## src/rtl/vga_frame_reader_if.sv

```systemverilog
// vga_frame_reader_if: byte-addressed combinational read port between the VGA frame reader
// (master, drives the address) and the data memory (slave, returns the read data).
interface vga_frame_reader_if;
  logic [31:0] avga;
  logic [31:0] rdvga;

  modport master (output avga, input  rdvga);
  modport slave  (input  avga, output rdvga);
endinterface

```

## src/rtl/vga_frame_reader.sv

```systemverilog
// vga_frame_reader: VGA timing generator that fetches an 8-bit grayscale image from memory
// and upscales it by 2^SCALE_SH. Define VGA_TESTPATTERN_EN to add a colour-bar test_mode input.
module vga_frame_reader #(
  parameter int unsigned CLK_DIV  = 2,
  parameter int unsigned H_ACTIVE = 640,
  parameter int unsigned H_FP     = 16,
  parameter int unsigned H_SYNC   = 96,
  parameter int unsigned H_BP     = 48,
  parameter int unsigned V_ACTIVE = 480,
  parameter int unsigned V_FP     = 10,
  parameter int unsigned V_SYNC   = 2,
  parameter int unsigned V_BP     = 33,
  parameter int unsigned IMG_W    = 25,
  parameter int unsigned IMG_H    = 25,
  parameter int unsigned IMG_BASE = 0,
  parameter int unsigned IMG_X0   = 120,
  parameter int unsigned IMG_Y0   = 40,
  parameter int unsigned SCALE_SH = 4
) (
  input  logic                      clk,
  input  logic                      rst_n,
  vga_frame_reader_if.master        mem,
`ifdef VGA_TESTPATTERN_EN
  input  logic                      test_mode,
`endif
  output logic                      vga_clk,
  output logic                      hsync,
  output logic                      vsync,
  output logic                      blank_n,
  output logic                      sync_n,
  output logic [7:0]                r,
  output logic [7:0]                g,
  output logic [7:0]                b,
  output logic                      frame_done
);

  localparam int unsigned HTotal = H_ACTIVE + H_FP + H_SYNC + H_BP;
  localparam int unsigned VTotal = V_ACTIVE + V_FP + V_SYNC + V_BP;
  localparam int unsigned DivW   = (CLK_DIV > 1) ? $clog2(CLK_DIV) : 1;
  localparam int unsigned HcW    = $clog2(HTotal);
  localparam int unsigned VcW    = $clog2(VTotal);

  localparam logic [DivW-1:0] DivLast = DivW'(CLK_DIV - 1);
  localparam logic [HcW-1:0]  HcLast  = HcW'(HTotal - 1);
  localparam logic [VcW-1:0]  VcLast  = VcW'(VTotal - 1);

  localparam logic [31:0] HsStart = 32'(H_ACTIVE + H_FP);
  localparam logic [31:0] HsEnd   = 32'(H_ACTIVE + H_FP + H_SYNC);
  localparam logic [31:0] VsStart = 32'(V_ACTIVE + V_FP);
  localparam logic [31:0] VsEnd   = 32'(V_ACTIVE + V_FP + V_SYNC);
  localparam logic [31:0] ImgXEnd = 32'(IMG_X0 + (IMG_W << SCALE_SH));
  localparam logic [31:0] ImgYEnd = 32'(IMG_Y0 + (IMG_H << SCALE_SH));

  logic            tick;
  logic [DivW-1:0] div_q, div_d;
  logic [HcW-1:0]  hc_q, hc_d;
  logic [VcW-1:0]  vc_q, vc_d;

  // Pipe stage 1: decoded position and the fetch address
  logic            act_q, act_d;
  logic            hs_q, hs_d;
  logic            vs_q, vs_d;
  logic            img_q, img_d;
  logic [31:0]     avga_q, avga_d;
`ifdef VGA_TESTPATTERN_EN
  localparam int unsigned BarW = H_ACTIVE / 8;
  logic [2:0]      bar_q, bar_d;
`endif

  // Pipe stage 2: DAC outputs
  logic            hsync_q, hsync_d;
  logic            vsync_q, vsync_d;
  logic            blank_q, blank_d;
  logic [7:0]      r_q, r_d;
  logic [7:0]      g_q, g_d;
  logic [7:0]      b_q, b_d;

  logic [31:0]     hc32, vc32, dx, dy;
  logic [7:0]      pix;
  logic            unused_rdvga;

  // Gated by rst_n so vga_clk stays low in reset even when CLK_DIV is 1
  assign tick = (div_q == DivLast) && rst_n;

  always_comb begin
    div_d = div_q;
    hc_d  = hc_q;
    vc_d  = vc_q;
    if (tick) begin
      div_d = '0;
      if (hc_q == HcLast) begin
        hc_d = '0;
        vc_d = (vc_q == VcLast) ? '0 : vc_q + 1'b1;
      end else begin
        hc_d = hc_q + 1'b1;
      end
    end else begin
      div_d = div_q + 1'b1;
    end
  end

  assign hc32 = 32'(hc_q);
  assign vc32 = 32'(vc_q);
  assign dx   = hc32 - IMG_X0;
  assign dy   = vc32 - IMG_Y0;

  always_comb begin
    act_d  = act_q;
    hs_d   = hs_q;
    vs_d   = vs_q;
    img_d  = img_q;
    avga_d = avga_q;
`ifdef VGA_TESTPATTERN_EN
    bar_d  = bar_q;
`endif
    if (tick) begin
      act_d  = (hc32 < H_ACTIVE) && (vc32 < V_ACTIVE);
      hs_d   = !((hc32 >= HsStart) && (hc32 < HsEnd));
      vs_d   = !((vc32 >= VsStart) && (vc32 < VsEnd));
      img_d  = act_d && (hc32 >= IMG_X0) && (hc32 < ImgXEnd) &&
               (vc32 >= IMG_Y0) && (vc32 < ImgYEnd);
      // dx/dy only feed the address when the window check has passed
      avga_d = img_d ? IMG_BASE + (dy >> SCALE_SH) * IMG_W + (dx >> SCALE_SH) : IMG_BASE;
`ifdef VGA_TESTPATTERN_EN
      bar_d  = 3'(hc32 / BarW);
`endif
    end
  end

  assign pix          = mem.rdvga[7:0];
  assign unused_rdvga = ^mem.rdvga[31:8];

  always_comb begin
    hsync_d = hsync_q;
    vsync_d = vsync_q;
    blank_d = blank_q;
    r_d     = r_q;
    g_d     = g_q;
    b_d     = b_q;
    if (tick) begin
      hsync_d = hs_q;
      vsync_d = vs_q;
      blank_d = act_q;
      r_d     = img_q ? pix : 8'h00;
      g_d     = img_q ? pix : 8'h00;
      b_d     = img_q ? pix : 8'h00;
`ifdef VGA_TESTPATTERN_EN
      if (test_mode && act_q) begin
        r_d = {8{bar_q[2]}};
        g_d = {8{bar_q[1]}};
        b_d = {8{bar_q[0]}};
      end
`endif
    end
  end

  always_ff @(posedge clk) begin
    if (!rst_n) begin
      div_q   <= '0;
      hc_q    <= '0;
      vc_q    <= '0;
      act_q   <= 1'b0;
      hs_q    <= 1'b1;
      vs_q    <= 1'b1;
      img_q   <= 1'b0;
      avga_q  <= IMG_BASE;
`ifdef VGA_TESTPATTERN_EN
      bar_q   <= '0;
`endif
      hsync_q <= 1'b1;
      vsync_q <= 1'b1;
      blank_q <= 1'b0;
      r_q     <= 8'h00;
      g_q     <= 8'h00;
      b_q     <= 8'h00;
    end else begin
      div_q   <= div_d;
      hc_q    <= hc_d;
      vc_q    <= vc_d;
      act_q   <= act_d;
      hs_q    <= hs_d;
      vs_q    <= vs_d;
      img_q   <= img_d;
      avga_q  <= avga_d;
`ifdef VGA_TESTPATTERN_EN
      bar_q   <= bar_d;
`endif
      hsync_q <= hsync_d;
      vsync_q <= vsync_d;
      blank_q <= blank_d;
      r_q     <= r_d;
      g_q     <= g_d;
      b_q     <= b_d;
    end
  end

  assign mem.avga   = avga_q;
  assign vga_clk    = tick;
  assign frame_done = tick && (hc_q == HcLast) && (vc_q == VcLast);
  assign hsync      = hsync_q;
  assign vsync      = vsync_q;
  assign blank_n    = blank_q;
  assign sync_n     = 1'b0;
  assign r          = r_q;
  assign g          = g_q;
  assign b          = b_q;

endmodule

```

## src/flat_wrapper.sv

```systemverilog
// flat-port wrapper written by rule: the top's interface ports become plain ports
module vga_frame_reader_flat 
#(
  parameter int unsigned CLK_DIV  = 2,
  parameter int unsigned H_ACTIVE = 640,
  parameter int unsigned H_FP     = 16,
  parameter int unsigned H_SYNC   = 96,
  parameter int unsigned H_BP     = 48,
  parameter int unsigned V_ACTIVE = 480,
  parameter int unsigned V_FP     = 10,
  parameter int unsigned V_SYNC   = 2,
  parameter int unsigned V_BP     = 33,
  parameter int unsigned IMG_W    = 25,
  parameter int unsigned IMG_H    = 25,
  parameter int unsigned IMG_BASE = 0,
  parameter int unsigned IMG_X0   = 120,
  parameter int unsigned IMG_Y0   = 40,
  parameter int unsigned SCALE_SH = 4
)
  (clk, rst_n, vga_clk, hsync, vsync, blank_n, sync_n, r, g, b, frame_done, mem_avga, mem_rdvga);
  vga_frame_reader_if mem_i ();
  input  logic clk;
  input  logic rst_n;
  output logic vga_clk;
  output logic hsync;
  output logic vsync;
  output logic blank_n;
  output logic sync_n;
  output logic [7:0] r;
  output logic [7:0] g;
  output logic [7:0] b;
  output logic frame_done;
  output wire logic [$bits(mem_i.avga)-1:0] mem_avga;
  input wire logic [$bits(mem_i.rdvga)-1:0] mem_rdvga;
  assign mem_avga = mem_i.avga;
  assign mem_i.rdvga = mem_rdvga;
  vga_frame_reader #(.CLK_DIV(CLK_DIV), .H_ACTIVE(H_ACTIVE), .H_FP(H_FP), .H_SYNC(H_SYNC), .H_BP(H_BP), .V_ACTIVE(V_ACTIVE), .V_FP(V_FP), .V_SYNC(V_SYNC), .V_BP(V_BP), .IMG_W(IMG_W), .IMG_H(IMG_H), .IMG_BASE(IMG_BASE), .IMG_X0(IMG_X0), .IMG_Y0(IMG_Y0), .SCALE_SH(SCALE_SH)) u_core (.clk(clk), .rst_n(rst_n), .mem(mem_i), .vga_clk(vga_clk), .hsync(hsync), .vsync(vsync), .blank_n(blank_n), .sync_n(sync_n), .r(r), .g(g), .b(b), .frame_done(frame_done));
endmodule
```

## config.mk

```make
export PLATFORM = sky130hd
export DESIGN_NAME = vga_frame_reader_flat
export DESIGN_NICKNAME = d
export VERILOG_FILES = /design/src/rtl/vga_frame_reader_if.sv /design/src/rtl/vga_frame_reader.sv /design/src/flat_wrapper.sv
export SDC_FILE = /design/constraint.sdc
export NUM_CORES = 1
export LEC_CHECK = 0
export BUFFER_PORTS_ARGS = -buffer_cell sky130_fd_sc_hd__buf_2
export CAP_MARGIN = 25
export CORE_MARGIN = 2
export CORE_UTILIZATION = 40
export DETAILED_ROUTE_END_ITERATION = 10
export PLACE_DENSITY = 0.65
export SLEW_MARGIN = 20
export SYNTH_ARGS = -nofsm -noshare
export SYNTH_HDL_FRONTEND = slang
export SYNTH_SLANG_ARGS = --single-unit
```

## constraint.sdc

```tcl
create_clock -name clk -period 4.55 [get_ports clk]
set_input_delay 0.455 -clock clk [delete_from_list [all_inputs] [get_ports clk]]
set_output_delay 0.455 -clock clk [all_outputs]
set_load 0.01 [all_outputs]
```

### Word-level counts from Yosys, hierarchy flattened

Index checks and enable logic that the tools add are counted.

| storage, ports and cells | value |
|---|---|
| bits in writable memories | 0 |
| bits in read-only memories | 0 |
| memories kept | 0 |
| register bits | 68 |
| logic and storage cells | 50 |
| latch bits | 0 |
| output and inout bits | 62 |
| input bits | 34 |

| cells by class | value |
|---|---|
| div/mod/pow operators | 0 |
| bitwise gates (word level) | 1 |
| mux-type cells | 4 |
| multiply operators | 1 |
| shifts and indexed selects | 0 |
| equal/unequal tests | 2 |
| add/sub/neg operators | 6 |
| reduce and logical (&&, ||, !) cells | 14 |
| order comparisons | 10 |

Operators with widths:

| operator | number |
|---|---|
| $add 32x28->32 | 1 |
| $mul 28x5->32 const B | 1 |
| $mux 32 | 1 |
| $lt 10x10->1 const B | 3 |
| $lt 10x9->1 const B | 3 |
| $add 10x1->10 const B | 2 |
| $eq 10x10->1 const B | 2 |
| $mux 10 | 2 |
| $sub 10x6->11 const B | 1 |
| $sub 10x7->11 const B | 1 |
| $ge 10x10->1 const B | 1 |
| $ge 10x6->1 const B | 1 |
| $ge 10x7->1 const B | 1 |
| $ge 10x9->1 const B | 1 |
| $logic_and 1x1->1 | 10 |
| $mux 8 | 1 |
| $logic_not 1->1 | 2 |
| $reduce_and 2->1 | 1 |
| $reduce_or 2->1 | 1 |
| $add 1x1->1 const B | 1 |
| $not 1->1 | 1 |

### Longest topological paths before layout

| logic depth | value |
|---|---|
| word-level depth | 7 |
| gate-level depth with buffers | 19 |

### Worst setup path before layout

Ideal clock, no wire load.

| path | value |
|---|---|
| path type | reg2reg |
| start | register u_core.vc_q[3] |
| end | register u_core.avga_q[18], in the netlist u_core.mem.avga[18] |
| data required time | 4.492 ns |
| setup slack | 0.104 ns |
| cell stages (with the launch flop) | 16 |
| arrival | 4.389 ns |
| buffers on the path | 0 |
| path through | dfxtp_1 -> o21ai_0 -> nand2_1 -> nor3_1 -> ha_1 -> fa_1 -> inv_1 -> fa_1 -> inv_1 -> ha_1 -> a211oi_1 -> nand2_1 -> o21a_1 -> or3_1 -> a21oi_1 -> a21o_1 |

| on the way | value |
|---|---|
| word-level cells in the longest chain between the ends | 7 |
| elaborated cells between the ends (all ways) | 12 |
| classes of those cells | 2 x add/sub; 1 x mul; 3 x order compare; 1 x mux; 5 x reduce/logical |

RTL lines:

| element | RTL line | RTL |
|---|---|---|
| start, declared | vga_frame_reader.sv:57 | `logic [VcW-1:0] vc_q, vc_d;` |
| start signal, assigned | vga_frame_reader.sv:179 | `vc_q <= vc_d;` |
| parallel branches: the longest is 6 deep, another holds $mul 28x5->32 | n/a |  |
| $mux 32 * | vga_frame_reader.sv:123 | `avga_d = img_d ? IMG_BASE + (dy >> SCALE_SH) * IMG_W + (dx >> SCALE_SH) : IMG_BASE;` |
| end signal, assigned | vga_frame_reader.sv:184 | `avga_q <= avga_d;` |
| end, declared | vga_frame_reader.sv:64 | `logic [31:0] avga_q, avga_d;` |

Mark *: on every way between the ends.
A chain may end at the register's enable or synchronous reset.

### Worst setup path after layout

| path | value |
|---|---|
| start | register u_core.hc_q[3] |
| end | register u_core.avga_q[17], in the netlist u_core.mem.avga[17] |

| on the way | value |
|---|---|
| word-level cells in the longest chain between the ends | 7 |
| elaborated cells between the ends (all ways) | 11 |
| classes of those cells | 2 x add/sub; 3 x order compare; 1 x mux; 5 x reduce/logical |

RTL lines:

| element | RTL line | RTL |
|---|---|---|
| start, declared | vga_frame_reader.sv:56 | `logic [HcW-1:0] hc_q, hc_d;` |
| start signal, assigned | vga_frame_reader.sv:160 | `hc_q <= '0;` |
| start signal, assigned | vga_frame_reader.sv:178 | `hc_q <= hc_d;` |
| parallel branches: the longest is 6 deep, another holds $add 32x28->32 | n/a |  |
| $mux 32 * | vga_frame_reader.sv:123 |  |

Marked as above.

==> impl_results.md <==
- Sw power: 255.0 uW
- Slew Viols, Final: 0
- Final nets: 620
- Worst reg2reg path depth: 17
- Main synth FF type: dfxtp_1
- Diodes inserted: 0
- Library cells used by synthesis: 50
- Clk_skew: 0.005601 ns
- Core Util, Final: 47.62%
- Slew @ Worst Pin: 0.9066 ns
- Slew headroom: 39.48%
- Cell Count, Final, Fillers Out: 673
- Part of the cycle the worst path needs: 94.40%
- First-pass GRT wire length: 14,050 um
- Largest net degree at the start of global routing: 35
- Grt met1 use: 19.63%
- R2r setup slk: 0.25 ns
- HPWL Detailed: 6261 um
- Hold Crit Class: in -> reg
- # rows: 37
- Synth Area per Inst: 8.957 um2
- RR Endpoint: u_core.mem.avga[17]$_SDFFE_PN0P_
- CP Launch Type: flip-flop
- Hold EP: u_core.r[7]$_SDFFE_PN0P_
- Combinational fraction of design power: 2.4%
- Hold-critical path depth: 3
- Lkg Pwr: 0.002406 uW
- Reg power frac: 52.8%
- Placed Instance Area: 4642 um2
- Sw Ratio: 22.27%
- Final setup fails: 0
- Post-CTS setup buffers: 0
- Die area: 11,290 um2
- Num ports: 96
- Clk Latency, worst-skew pair: 0.36 ns
- Die Height: 106.3 um
- Area Growth Syn to Fin: 16.48%
- Max Fclk: 232.8 MHz
- Fin. Hold Viols: 0
- Final period demand of the worst path: 4.295 ns
- Initial antenna violation count: 0
- Pre-Repair DR Iteration Count: 4
- Status: finished clean
- Reg clk slew, reported paths: 0.07 ns
- Post-synth EDFFs: 0
- Die width: 106.3 um
- Seq cells post-synth: 68
- CTS Root Cell: clkbuf_8
- GP Congestion: 0.8376
- RSZ-0062 raised after global routing: false
- Initial core utilization: 40.88%
- Pwr dens: 235.1 nW/um2
- Number of global-route vias before repair: 3,113
- Worst Path Max Fanout: 7
- Vias per cell: 4.853
- Max-Cap Viols: 0
- GR met3 Demand/Resource: 4.231%
- Synth Warn #: 0
- Ys async rst share: 0%
- Hold Crit Start: mem_rdvga[7]
- Cts repair resizes: 0
- Overall Global Routing Usage: 15.53%
- P_int: 890.4 uW
- Syn_nets: 555
- CP arrival: 4.55 ns
- Residual DRC: 0
- Drt wl/cell: 12.36 um
- Post-Synthesis Cells: 467
- Core area: 10,230 um2
- IO Port Bufs: 70
- Setup TNS: 0 ns
- Commonest non-fill, non-tap cell in the layout: buf_2
- Post-cts hold buffer count: 0
- Initial DRC count: 101
- Clk buf depth: 2
- Overall Power: 1145 uW
- Register area share after synthesis: 32.55%
- CTS buffer count: 9
- Final instance area: 4872 um2
- Clk sinks: 68
- CP Capture Type: flip-flop
- Final wirelength: 8319 um
- Highest-count cells in the layout ignoring fill and taps: buf_2 (70), dfxtp_1 (68), inv_1 (47)
- Clock power share: 44.8%
- Met2 Resource Use GR: 24.91%
- Layout cell share with drive strength beyond 1: 22.72%
- VDD IR max: 0.0002180 V
- Routed Antenna Nets: 0
- Via count: 3,266
- CP Data Required Time: 4.80 ns
- CTS H-tree lvls: 3
- Most Crowded Layer GR: met2
- Inst Count DP: 657
- CTS tree: yes
- R2r startpoint: u_core.hc_q[3]$_SDFFE_PN0P_
- Crit path kind: reg -> reg
- Post-Synthesis Cell Area: 4183 um2
- Gr ovfl total: 0
registers in the layout, summed over array words and instances, names as in the netlist, 8 cells and up:
| register | cells |
|---|---|
| u_core.mem.avga | 32 |
| u_core.hc_q | 10 |
| u_core.vc_q | 10 |
| u_core.r | 8 |
worst max-delay path, cell delays in order, from the launching register on:
cell and delay, ns:
dfxtp_1 0.38, nand3_1 0.12, nor2_1 0.07, or4_4 0.46, inv_1 0.11, ha_2 0.34, fa_1 0.55, inv_1 0.05
fa_1 0.53, inv_1 0.04, ha_1 0.34, o211ai_1 0.11, o21ai_1 0.20, o21ai_0 0.11, buf_4 0.16, o221ai_1 0.25
a21oi_2 0.17, a21o_1 0.20
final cells by class:
cell class | count | area, um2
Inverter | 47 | 176.4
Sequential cell | 68 | 1361
Multi-Input combinational cell | 315 | 2454
Clock inverter | 4 | 47.55
Timing Repair Buffer | 91 | 508.0
Clock buffer | 12 | 155.1
Tap cell | 136 | 170.2
Fill cell | 957 | 5359
worst max path at each step:
stage | slack (ns) | startpoint | cells after the start | to
finish | 0.25 | u_core.hc_q[3]$_SDFFE_PN0P_ | 17 | u_core.mem.avga[17]$_SDFFE_PN0P_
global route | 0.007 | u_core.hc_q[3]$_SDFFE_PN0P_ | 17 | u_core.mem.avga[21]$_SDFFE_PN0P_
CTS | 0.08 | u_core.hc_q[3]$_SDFFE_PN0P_ | 16 | u_core.mem.avga[24]$_SDFFE_PN0P_
detailed placement | 0.12 | u_core.hc_q[3]$_SDFFE_PN0P_ | 16 | u_core.mem.avga[24]$_SDFFE_PN0P_
global placement | 0.17 | u_core.hc_q[3]$_SDFFE_PN0P_ | 16 | u_core.mem.avga[18]$_SDFFE_PN0P_
floorplan | 0.10 | u_core.vc_q[3]$_SDFFE_PN0P_ | 15 | u_core.mem.avga[18]$_SDFFE_PN0P_
logic make-up (layout without fill, tap and decap cells):
logic type      Yosys count  in the layout  synth area share (%)
mux                       5              5                 1.197
fa+ha+maj                54             54                 18.49
compound gates           85             85                 13.79
flops                    68             68                 32.55
simple gates            130            130                 16.00
xor+xnor                 40             40                 8.376
other cells               1              1               0.08965
buf+inv                  84            154                 9.512
power groups by stage:
| stage | registers (uW) | clock network, uW | logic, uW |
|---|---|---|---|
| after CTS | 604 | 532 | 28.7 |
| after floorplan | 613 | 0 | 24.6 |
| after global routing | 605 | 555 | 31.9 |
| final | 604 | 513 | 27.8 |
| after detailed placement | 618 | 0 | 28.7 |
| after global placement | 618 | 0 | 27.9 |
through the flow:
stage | hold WS, ns | setup slack (ns)
2_1_floorplan | 0.4417 | 0.1037
3_3_place_gp | 0.4303 | 0.1664
3_5_place_dp | 0.4337 | 0.1159
4_1_cts | 0.3501 | 0.07709
5_1_grt | 0.3665 | 0.006501
6_report | 0.3673 | 0.2547
cells in the mapped netlist (all sizes together) (3+ instances only):
| cell type | count | area share [%] |
|---|---|---|
| a21boi | 8 | 1.4 |
| a21o | 16 | 2.9 |
| a21oi | 17 | 2.1 |
| a22o | 5 | 1.0 |
| and2 | 3 | 0.45 |
| buf | 26 | 4.3 |
| clkbuf | 11 | 0.99 |
| dfxtp | 68 | 33 |
| fa | 13 | 6.2 |
| ha | 41 | 12 |
| inv | 47 | 4.2 |
| mux2i | 5 | 1.2 |
| nand2 | 33 | 3.0 |
| nand2b | 15 | 2.2 |
| nand3 | 19 | 2.3 |
| nand4 | 4 | 0.96 |
| nor2 | 32 | 2.9 |
| nor2b | 6 | 0.90 |
| nor3 | 4 | 0.48 |
| nor4 | 3 | 0.81 |
| o211ai | 5 | 0.90 |
| o21ai | 19 | 2.3 |
| xnor2 | 20 | 4.2 |
| xor2 | 20 | 4.2 |
per-layer routing:
metal / share of wire [%] / wire [um]
met4: 1.8 / 152
met1: 48 / 4006
met2: 47 / 3898
met3: 3.1 / 261
met5: 0 / 0
No activity file was read; power rests on OpenSTA's default activity.
